[config.mk]
export PLATFORM = sky130hd
export DESIGN_NAME = cdc_hs_sender_flat
export DESIGN_NICKNAME = d
export VERILOG_FILES = /design/src/rtl/cdc_hs_sender_if.sv /design/src/rtl/cdc_hs_sender.sv /design/src/flat_wrapper.sv
export SDC_FILE = /design/constraint.sdc
export NUM_CORES = 1
export LEC_CHECK = 0
export BUFFER_PORTS_ARGS = -buffer_cell sky130_fd_sc_hd__buf_2
export CAP_MARGIN = 0
export CELL_PAD_IN_SITES_DETAIL_PLACEMENT = 1
export CELL_PAD_IN_SITES_GLOBAL_PLACEMENT = 1
export CORE_MARGIN = 3
export CORE_UTILIZATION = 40
export DETAILED_ROUTE_END_ITERATION = 10
export PLACE_DENSITY_LB_ADDON = 0.25
export SYNTH_ARGS = -nofsm -noshare
export SYNTH_HDL_FRONTEND = slang
export SYNTH_SLANG_ARGS = --single-unit
[constraint.sdc]
create_clock -name clk -period 4.7 [get_ports clk]
set_input_delay 0.705 -clock clk [delete_from_list [all_inputs] [get_ports clk]]
set_output_delay 0.705 -clock clk [all_outputs]
set_load 0.1 [all_outputs]
[src/rtl/cdc_hs_sender_if.sv]
// Source-side valid/ready payload bundle feeding the CDC handshake sender.
// The master drives a payload; the slave (the sender) reports when it can take one.
interface cdc_hs_sender_if #(
  parameter int DW = 32
);
  logic          src_vld;
  logic          src_rdy;
  logic [DW-1:0] src_data;

  modport master (
    output src_vld,
    output src_data,
    input  src_rdy
  );

  modport slave (
    input  src_vld,
    input  src_data,
    output src_rdy
  );
endinterface

[src/rtl/cdc_hs_sender.sv]
// Toggle-handshake sender: latches a payload, flips req_out, and waits for the
// far domain's synchronized ack toggle to match before accepting another payload.
module cdc_hs_sender #(
  parameter int DW          = 32,
  parameter int SYNC_STAGES = 2,
  parameter int CW          = 16
) (
  input  logic                clk,
  input  logic                rst,
  cdc_hs_sender_if.slave      src,
  output logic                req_out,
  output logic [DW-1:0]       data_out,
  input  logic                ack_in,
  output logic                done,
  output logic [CW-1:0]       xfer_cnt,
  output logic                proto_err
);

  typedef enum logic {
    IDLE     = 1'b0,
    WAIT_ACK = 1'b1
  } state_t;

  state_t                 state_q, state_d;
  logic [SYNC_STAGES-1:0] sync_q, sync_d;
  logic                   req_q, req_d;
  logic [DW-1:0]          data_q, data_d;
  logic                   done_q, done_d;
  logic [CW-1:0]          cnt_q, cnt_d;
  logic                   perr_q, perr_d;
  logic                   ack_s;
  logic                   rdy;
  logic                   accept;

  // ack_in is asynchronous, so only the first sync flop ever looks at it.
  assign sync_d = {sync_q[SYNC_STAGES-2:0], ack_in};
  assign ack_s  = sync_q[SYNC_STAGES-1];

  assign rdy    = (state_q == IDLE) && !rst;
  assign accept = rdy && src.src_vld;

  always_comb begin
    state_d = state_q;
    req_d   = req_q;
    data_d  = data_q;
    done_d  = 1'b0;
    cnt_d   = cnt_q;
    perr_d  = perr_q;
    case (state_q)
      IDLE: begin
        // A mismatch here means the far side toggled ack with nothing in flight.
        if (ack_s != req_q) begin
          perr_d = 1'b1;
        end
        if (accept) begin
          data_d  = src.src_data;
          req_d   = ~req_q;
          state_d = WAIT_ACK;
        end
      end
      WAIT_ACK: begin
        if (ack_s == req_q) begin
          state_d = IDLE;
          done_d  = 1'b1;
          cnt_d   = cnt_q + CW'(1);
        end
      end
      default: begin
        state_d = IDLE;
      end
    endcase
  end

  always_ff @(posedge clk or posedge rst) begin
    if (rst) begin
      state_q <= IDLE;
      sync_q  <= '0;
      req_q   <= 1'b0;
      data_q  <= '0;
      done_q  <= 1'b0;
      cnt_q   <= '0;
      perr_q  <= 1'b0;
    end else begin
      state_q <= state_d;
      sync_q  <= sync_d;
      req_q   <= req_d;
      data_q  <= data_d;
      done_q  <= done_d;
      cnt_q   <= cnt_d;
      perr_q  <= perr_d;
    end
  end

  assign src.src_rdy = rdy;
  assign req_out     = req_q;
  assign data_out    = data_q;
  assign done        = done_q;
  assign xfer_cnt    = cnt_q;
  assign proto_err   = perr_q;

endmodule

[src/flat_wrapper.sv]
// flat-port wrapper written by rule: the top's interface ports become plain ports
module cdc_hs_sender_flat 
#(
  parameter int DW          = 32,
  parameter int SYNC_STAGES = 2,
  parameter int CW          = 16
)
  (clk, rst, req_out, data_out, ack_in, done, xfer_cnt, proto_err, src_src_vld, src_src_data, src_src_rdy);
  cdc_hs_sender_if #(.DW(DW)) src_i ();
  input  logic clk;
  input  logic rst;
  output logic req_out;
  output logic [DW-1:0] data_out;
  input  logic ack_in;
  output logic done;
  output logic [CW-1:0] xfer_cnt;
  output logic proto_err;
  input wire logic [$bits(src_i.src_vld)-1:0] src_src_vld;
  input wire logic [$bits(src_i.src_data)-1:0] src_src_data;
  output wire logic [$bits(src_i.src_rdy)-1:0] src_src_rdy;
  assign src_i.src_vld = src_src_vld;
  assign src_i.src_data = src_src_data;
  assign src_src_rdy = src_i.src_rdy;
  cdc_hs_sender #(.DW(DW), .SYNC_STAGES(SYNC_STAGES), .CW(CW)) u_core (.clk(clk), .rst(rst), .src(src_i), .req_out(req_out), .data_out(data_out), .ack_in(ack_in), .done(done), .xfer_cnt(xfer_cnt), .proto_err(proto_err));
endmodule
Word level (Yosys, flattened, before mapping). Index checks and enable logic that the tools add are counted.

Bits in registers: 54. Output and inout bits: 52. Logic and storage cells: 23.

Add/subtract/negate cells: 1. Eq/ne operators: 2. Mux-type cells: 5. Bitwise logic cells: 2. Reductions and logical operators: 6.

Operator list (number): 16-bit by 1-bit adder with 16-bit output, second input constant (1); 2-bit AND reduction (3); 1-bit two-way mux (4); 1-bit logical AND (2); 1-bit inverter (2); 1-bit case mux with 2 select lines (1); 1-bit equality test (1); 1-bit logical NOT (1); 1-bit != test (1).

Depth between registers and ports, before layout. Gate-level depths: netlist of run 1.

Depth in word-level cells: 5. Mapped depth: 5. Gate-level depth less buffers: 5.

Least setup slack after synthesis of run 1. OpenSTA, ideal clock, no wires.

Path type: input to register. Start point: input port rst. End point: register u_core.data_q[1], in the netlist u_core.data_out[1]. Library setup time: 0.125 ns. Arrival: 2.898 ns. Path slack: 1.677 ns. Cell stages on the path: 5. Path buffers: 2. Path through: nor2_1 > and2_1 > buf_2 > buf_4 > mux2_2.

Longest elaborated chain between the ends: 4.

Ends and longest elaborated chain: start, declared (RTL line flat_wrapper.sv:11) `input logic rst;`; 1-bit logical NOT (RTL line cdc_hs_sender.sv:39) `assign rdy = (state_q == IDLE) && !rst;`; 1-bit logical AND (RTL line cdc_hs_sender.sv:39); 1-bit logical AND (RTL line cdc_hs_sender.sv:40) `assign accept = rdy && src.src_vld;`; 2-bit AND reduction (no line); end signal, assigned (RTL line cdc_hs_sender.sv:87) `data_q <= data_d;`; end, declared (RTL line cdc_hs_sender.sv:27) `logic [DW-1:0] data_q, data_d;`.

No other way between the ends. A chain may end at the register's enable or synchronous reset.

Final worst setup path of run 1.
Start point: input port rst. End point: output port src_src_rdy.

Longest elaborated chain between the ends: 2.

Ends and longest elaborated chain: 1-bit logical NOT (RTL line cdc_hs_sender.sv:39); 1-bit logical AND (RTL line cdc_hs_sender.sv:39); end, declared (RTL line flat_wrapper.sv:20) `output wire logic [$bits(src_i.src_rdy)-1:0] src_src_rdy;`.

No other way between the ends.

==> flow_metrics.env, run 1 <==
export IMPL_synth_edf_count=0
export IMPL_ant_nets=0
export IMPL_start_util_pct=42.78
export IMPL_nFillCells=537
export IMPL_period_minus_slack_ps=2099
export IMPL_ys_warn_count=0
export IMPL_finClkSkew_ps=13.56
export IMPL_ys_types=22
export IMPL_ys_ff_latch=54
export IMPL_synth_commonest_cells="dfrtp_1, mux2_2, xnor2_1"
export IMPL_syn_cell_area_um2=2101
export IMPL_diodes=0
export IMPL_worstMarginPinSlew_ps=1090
export IMPL_routed_wirelength_um=4490
export IMPL_gp_congestion=0.6992
export IMPL_clockRootBuffer="clkbuf_8"
export IMPL_finalHoldViolations=0
export IMPL_cts_sinks=54
export IMPL_crit_path_end_kind="output pin"
export IMPL_grt_max_degree=55
export IMPL_slew_viol_final=0
export IMPL_synth_flop_cell="dfrtp_1"
export IMPL_grt_overflow=0
export IMPL_fmaxAchievable_mhz=476.4
export IMPL_arrival_ps=1390
export IMPL_stdcell_count=298
export IMPL_htree_levels=2
export IMPL_post_cts_buffers=0
export IMPL_viasPerCell=4.695
export IMPL_die_x_um=78.47
export IMPL_clk_latency_ps=300
export IMPL_dr_pass1_iters=2
export IMPL_drive_gt1_share_pct=58.44
export IMPL_hold_path_class="register to register"
export IMPL_grt_pass1_vias=1484
export IMPL_worstPathRequired_ps=3990
export IMPL_drc=0
export IMPL_drt_iter0_markers=68
export IMPL_io_buffers=87
export IMPL_vias=1399
export IMPL_grt_use_total_pct=15.76
export IMPL_yosysSeqAreaShare_pct=64.32
export IMPL_synth_cells=139
export IMPL_die_h_um=78.47
export IMPL_synth_most_common_cell="dfrtp_1"
export IMPL_layout_nets=267
export IMPL_ctsResizeCount=0
export IMPL_outcome="complete, no violations"
export IMPL_cp_max_fo=2
export IMPL_async_flop_share_pct=100.0
export IMPL_grt_antenna_before_repair=0
export IMPL_setup_violations=0
export IMPL_synth_area_leaders="dfrtp_1, mux2_2, xnor2_1, xor2_1, and3_1"
export IMPL_syn_nets=176
export IMPL_placed_cells=290
export IMPL_cap_viol_max_count=0
export IMPL_yosysTopAreaCell="dfrtp_1"
export IMPL_min_period_over_period_pct=44.66
export IMPL_ios=88
export IMPL_cts_buffers=5
export IMPL_syn_to_final_growth_pct=28.95
export IMPL_wl_per_cell_um=15.07
export IMPL_dp_hpwl_um=3404
export IMPL_tns_ps=0
export IMPL_synth_top_area_share_pct=64.32
export IMPL_clk_path_buf_depth=2
export IMPL_clkTransAtPathRegs_ps=80
export IMPL_rsz0062_at_grt="false"
export IMPL_rows=25
export IMPL_cts_tree="yes"
export IMPL_start_kind="input port"
export IMPL_coreArea_um2=4911
export IMPL_grt_pass1_wl_um=7569
export IMPL_maxSlewHeadroom_pct=27.20
export IMPL_hold_buffers=0
export IMPL_synth_area_per_cell_um2=15.11
export IMPL_dieArea_um2=6158
export IMPL_path_class="input port to output pin"
## sequential cells by signal, summed over array words and instances, names as in the netlist
signal / flops
u_core.data_out: 32
u_core.done: 1
u_core.proto_err: 1
u_core.req_out: 1
u_core.state_q: 1
u_core.sync_q: 2
u_core.xfer_cnt: 16
## stage by stage
step	instance area (µm²)	hold WS, ps	utilization [%]	worst slack, ps
after floorplan	2101	331.2	-	1677
after global placement	2600	339.4	52.94	2336
after detailed placement	2600	372.6	52.94	2267
after CTS	2709	394.0	55.16	2595
after global routing	2709	398.7	55.16	2510
final	2709	382.8	55.16	2601
## worst paths after layout
kind | startpoint | end | slack [ps] | depth (start not counted)
max | rst | src_src_rdy | 2600 | 3
min | u_core.sync_q[0]$_DFF_PP0_ | u_core.sync_q[1]$_DFF_PP0_ | 380 | 0
min in group asynchronous | rst | u_core.state_q$_DFF_PP0_ | 690 | 2
max in group asynchronous | rst | u_core.data_out[5]$_DFFE_PP0P_ | 3350 | 2
max reg2reg | u_core.state_q$_DFF_PP0_ | u_core.data_out[30]$_DFFE_PP0P_ | 2640 | 4
min reg2reg | u_core.sync_q[0]$_DFF_PP0_ | u_core.sync_q[1]$_DFF_PP0_ | 380 | 0
## cell families (layout without fill, tap and decap cells)
group,count (synthesis),after routing,share of synthesized area [%]
muxes,33,33,17.87
adders and majority gates,1,1,0.5955
buffers and inverters,7,99,1.846
and+or+nand+nor,25,25,7.207
xor gates and xnor gates,17,17,7.445
DFF,54,54,64.32
AOI/OAI and AO/OA,2,2,0.7145
## critical path: stages
cell and delay [ps]:
buf_2 110, nor2_1 120, buf_2 450
## cells in the final DEF (no fill, tap or decap), drive strengths merged, types with 2 or more instances in the layout
cell and count:
nand3 5, xnor2 10, clkinv 2, a21o 2, nor2 3, clkbuf 5
xor2 7, inv 3, dfrtp 54, nand2 5, mux2 33, and3 4
buf 88, nand4 3
## area by class of cell
cell class	count	area (µm²)	area share [%]
Clock inverter	3	40.04	1.478
Multi-Input combinational cell	78	710.7	26.24
Tap cell	67	83.83	3.095
Sequential cell	54	1351	49.88
Timing Repair Buffer	88	442.9	16.35
Clock buffer	5	68.82	2.540
Inverter	3	11.26	0.4157
## metal layers
metal  part of all wire, %  up-vias  wire length (µm)  track usage, %
met5                     0        -                 0               0
met4                   1.4        0                61           5.245
met3                    10        6               470           6.995
met2                    47       63              2093           24.66
met1                    42      677              1865           19.48
li1                      -      653                 -               -
Power of run 1 is not shown: default switching activity piles up to over one toggle a cycle in this logic, so the estimate is an artifact.
==> run 2, diff against run 1 <==
Settings changed: CORE_UTILIZATION 40 to 33.
Clock period 4.7 ns to 1.77 ns, I/O delays scaled along.
==> flow_metrics.env, run 2 (synthesis results as in run 1) <==
export IMPL_rsz0062_at_grt="false"
export IMPL_layout_nets=270
export IMPL_start_kind="register"
export IMPL_clockRootBuffer="clkbuf_8"
export IMPL_worstMarginPinSlew_ps=500.7
export IMPL_grt_pass1_vias=1549
export IMPL_arrival_ps=1290
export IMPL_outcome="complete, no violations"
export IMPL_slew_viol_final=0
export IMPL_routed_wirelength_um=4562
export IMPL_start_util_pct=34.86
export IMPL_period_minus_slack_ps=1558
export IMPL_cap_viol_max_count=0
export IMPL_hold_buffers=0
export IMPL_ios=88
export IMPL_final_common_cell="buf_2"
export IMPL_viasPerCell=4.650
export IMPL_clk_path_buf_depth=2
export IMPL_min_period_over_period_pct=88.02
export IMPL_die_h_um=85.79
export IMPL_wl_per_cell_um=14.76
export IMPL_diodes=0
export IMPL_path_class="register to output pin"
export IMPL_io_buffers=87
export IMPL_fmaxAchievable_mhz=641.9
export IMPL_cts_sinks=54
export IMPL_drt_iter0_markers=38
export IMPL_gp_congestion=0.6903
export IMPL_die_x_um=85.79
export IMPL_maxSlewHeadroom_pct=66.85
export IMPL_finClkSkew_ps=3.790
export IMPL_cts_tree="yes"
export IMPL_nFillCells=666
export IMPL_coreArea_um2=6026
export IMPL_grt_max_degree=31
export IMPL_vias=1437
export IMPL_grt_overflow=0
export IMPL_clkTransAtPathRegs_ps=90
export IMPL_clk_latency_ps=300
export IMPL_dr_pass1_iters=4
export IMPL_post_dp_cell_area_um2=2679
export IMPL_htree_levels=2
export IMPL_grt_antenna_before_repair=0
export IMPL_final_cell_mix="buf_2, dfrtp_1, mux2_2"
export IMPL_crit_path_end_kind="output pin"
export IMPL_final_area_um2=2770
export IMPL_rows=28
export IMPL_grt_use_total_pct=13.23
export IMPL_cp_max_fo=4
export IMPL_drc=0
export IMPL_drive_gt1_share_pct=64.10
export IMPL_grt_pass1_wl_um=7562
export IMPL_setup_violations=0
export IMPL_ant_nets=0
export IMPL_ctsResizeCount=0
export IMPL_hold_path_class="input port to asynchronous set/reset pin"
export IMPL_dp_hpwl_um=3556
export IMPL_cts_buffers=5
export IMPL_finalHoldViolations=0
export IMPL_syn_to_final_growth_pct=31.86
export IMPL_largest_register_ffs=32
export IMPL_post_cts_buffers=0
export IMPL_worstPathRequired_ps=1500
export IMPL_dieArea_um2=7359
run 2: cell count changes in the layout (fill, tap and decap cells not counted), sizes merged:
cell / change
buf: +3
clkbuf: +2
clkinv: -1
bufinv: -1
run 2: worst paths after layout:
| kind | from | endpoint | slack, ps | cells after the start |
|---|---|---|---|---|
| max | u_core.state_q$_DFF_PP0_ | src_src_rdy | 210 | 2 |
| min | rst | u_core.req_out$_DFFE_PP0P_ | 30 | 3 |
| max reg2reg | u_core.req_out$_DFFE_PP0P_ | u_core.xfer_cnt[8]$_DFFE_PP0P_ | 250 | 4 |
| min reg2reg | u_core.sync_q[0]$_DFF_PP0_ | u_core.sync_q[1]$_DFF_PP0_ | 360 | 0 |
| max in group asynchronous | rst | u_core.data_out[17]$_DFFE_PP0P_ | 1420 | 3 |
| min in group clk | ack_in | u_core.sync_q[0]$_DFF_PP0_ | 70 | 1 |
run 2: metrics by stage:
step | setup TNS, ps | hold WS [ps] | util (%) | std cells | setup slack [ps]
after floorplan | -1692 | 296.9 | - | 139 | -60.96
after global placement | 0 | 334.4 | 44.46 | 301 | 302.7
after detailed placement | 0 | 338.1 | 44.46 | 301 | 251.0
after CTS | 0 | 39.29 | 45.97 | 309 | 188.2
after global routing | 0 | 55.32 | 45.97 | 309 | 150.8
final | 0 | 33.94 | 45.97 | 309 | 212.1
run 2: final cells by class:
class                      count  area (µm²)  area share, %
inverter                       3       11.26         0.4065
sequential                    54        1365          49.28
clock buffer                   7       86.33          3.117
tap                           75       93.84          3.388
multi-input combinational     78       730.7          26.38
timing repair buffer          91       478.0          17.25
clock inverter                 1       5.005         0.1807
run 2: critical path: stages (launching register included):
cell and delay (ps):
dfrtp_1 460, nor2_4 110, buf_2 430
run 2: layer usage:
layer / track usage, % / share of wire, % / vias up
met3: 5.283 / 9.5 / 6
met4: 4.317 / 0.96 / 0
met2: 22.25 / 49 / 55
met1: 15.45 / 41 / 714
met5: 0 / 0 / -
li1: - / - / 662
Power of run 2 is left out for the same reason.
==> run 3, diff against run 2 <==
Settings changed: ABC_CLOCK_PERIOD_IN_PS set to 1400, CORE_MARGIN 3 to 2.
Clock period 1.77 ns to 1.4 ns, I/O delays scaled along.
==> flow_metrics.env, run 3 (synthesis results as in run 1) <==
export IMPL_ios=88
export IMPL_routed_wirelength_um=5272
export IMPL_grt_use_total_pct=14.27
export IMPL_cts_sinks=54
export IMPL_dr_pass1_iters=2
export IMPL_path_class="register to register"
export IMPL_grt_pass1_wl_um=8066
export IMPL_htree_levels=2
export IMPL_diodes=0
export IMPL_period_minus_slack_ps=1424
export IMPL_finalHoldViolations=14
export IMPL_tns_ps=-192.0
export IMPL_rsz0062_at_grt="true"
export IMPL_maxSlewHeadroom_pct=67.01
export IMPL_utilization_pct=50.88
export IMPL_cts_tree="yes"
export IMPL_drive_gt1_share_pct=70.45
export IMPL_worstPathRequired_ps=1580
export IMPL_fmaxAchievable_mhz=702.1
export IMPL_hold_path_class="input port to asynchronous set/reset pin"
export IMPL_cap_viol_max_count=0
export IMPL_syn_to_final_growth_pct=51.16
export IMPL_worstReg2RegStart="u_core.state_q$_DFF_PP0_"
export IMPL_viasPerCell=4.651
export IMPL_grt_antenna_before_repair=0
export IMPL_grt_max_degree=55
export IMPL_rr_endpoint="u_core.data_out[29]$_DFFE_PP0P_"
export IMPL_outcome="finished, violations left"
export IMPL_clockRootBuffer="clkbuf_8"
export IMPL_dp_hpwl_um=3402
export IMPL_drc=0
export IMPL_rows=29
export IMPL_setup_ws_ps=-24.30
export IMPL_worstMarginPinSlew_ps=498.3
export IMPL_layout_nets=284
export IMPL_cts_buffers=5
export IMPL_final_cell_mix="buf_2, dfrtp_1, mux2_4"
export IMPL_start_kind="register"
export IMPL_grt_overflow=0
export IMPL_grt_pass1_vias=1662
export IMPL_r2r_cells=4
export IMPL_arrival_ps=1600
export IMPL_clk_path_buf_depth=2
export IMPL_clkTransAtPathRegs_ps=100
export IMPL_die_x_um=83.79
export IMPL_largest_register_ffs=32
export IMPL_nFillCells=672
export IMPL_hold_buffers=0
export IMPL_setup_violations=12
export IMPL_clk_latency_ps=300
export IMPL_start_util_pct=33.66
export IMPL_regToRegSetupSlack_ps=-20
export IMPL_gp_congestion=0.7007
export IMPL_slew_viol_final=0
export IMPL_wl_per_cell_um=16.27
export IMPL_crit_path_end_kind="register"
export IMPL_finClkSkew_ps=10.11
export IMPL_violations="hold timing, setup timing"
export IMPL_die_h_um=83.79
export IMPL_drt_iter0_markers=39
export IMPL_fin_hold_ws_ps=-8.530
export IMPL_coreArea_um2=6241
export IMPL_min_period_over_period_pct=101.7
export IMPL_cp_max_fo=7
export IMPL_vias=1507
export IMPL_dieArea_um2=7020
export IMPL_io_buffers=87
export IMPL_final_common_cell="buf_2"
export IMPL_ant_nets=0
[run 3: through the flow]
step	area, µm²	worst slack [ps]	instances
after floorplan	2182	-431.0	139
after global placement	2799	-16.54	309
after detailed placement	2799	-69.02	309
after CTS	2954	-60.13	320
after global routing	3176	-109.1	324
final	3176	-24.30	324
[run 3: routing by layer]
| layer | vias to the layer above | GRT usage, % | share of wire [%] |
|---|---|---|---|
| li1 | 687 | - | - |
| met1 | 765 | 18.87 | 43 |
| met2 | 50 | 22.76 | 50 |
| met3 | 5 | 4.748 | 6.3 |
| met4 | 0 | 3.519 | 0.80 |
| met5 | - | 0 | 0 |
[run 3: what timing repair did]
action	in CTS	in global routing
resized for setup	8	42
gates cloned	1	2
buffers inserted	3	2
pin swaps	5	11
setup endpoints to repair	37	44
[run 3: worst max-delay path by stage]
stage                                                 end  slack [ps]  cells past startpoint                      startpoint
final                     u_core.data_out[29]$_DFFE_PP0P_         -20                      4        u_core.state_q$_DFF_PP0_
after global placement     u_core.xfer_cnt[8]$_DFFE_PP0P_         -20                      4      u_core.sync_q[1]$_DFF_PP0_
after CTS                  u_core.xfer_cnt[8]$_DFFE_PP0P_         -60                      5  u_core.xfer_cnt[1]$_DFFE_PP0P_
after global routing       u_core.xfer_cnt[8]$_DFFE_PP0P_        -110                      5  u_core.xfer_cnt[1]$_DFFE_PP0P_
after floorplan            u_core.data_out[1]$_DFFE_PP0P_        -430                      5        u_core.state_q$_DFF_PP0_
after detailed placement  u_core.data_out[11]$_DFFE_PP0P_         -70                      4        u_core.state_q$_DFF_PP0_
[run 3: area by class of cell]
type,count,area [µm²],area share [%]
inverters,3,17.52,0.5516
repair buffers,105,701.9,22.10
well taps,77,96.34,3.034
flip-flops and latches,54,1369,43.10
clock buffers,7,86.33,2.719
multi-input cells,78,904.6,28.49
[run 3: worst max-delay path, cell delays in order (launching register included)]
cell,delay (ps)
dfrtp_2,440
nor2_4,120
and2_4,250
clkbuf_16,190
mux2_4,300
Power of run 3 is left out for the same reason.
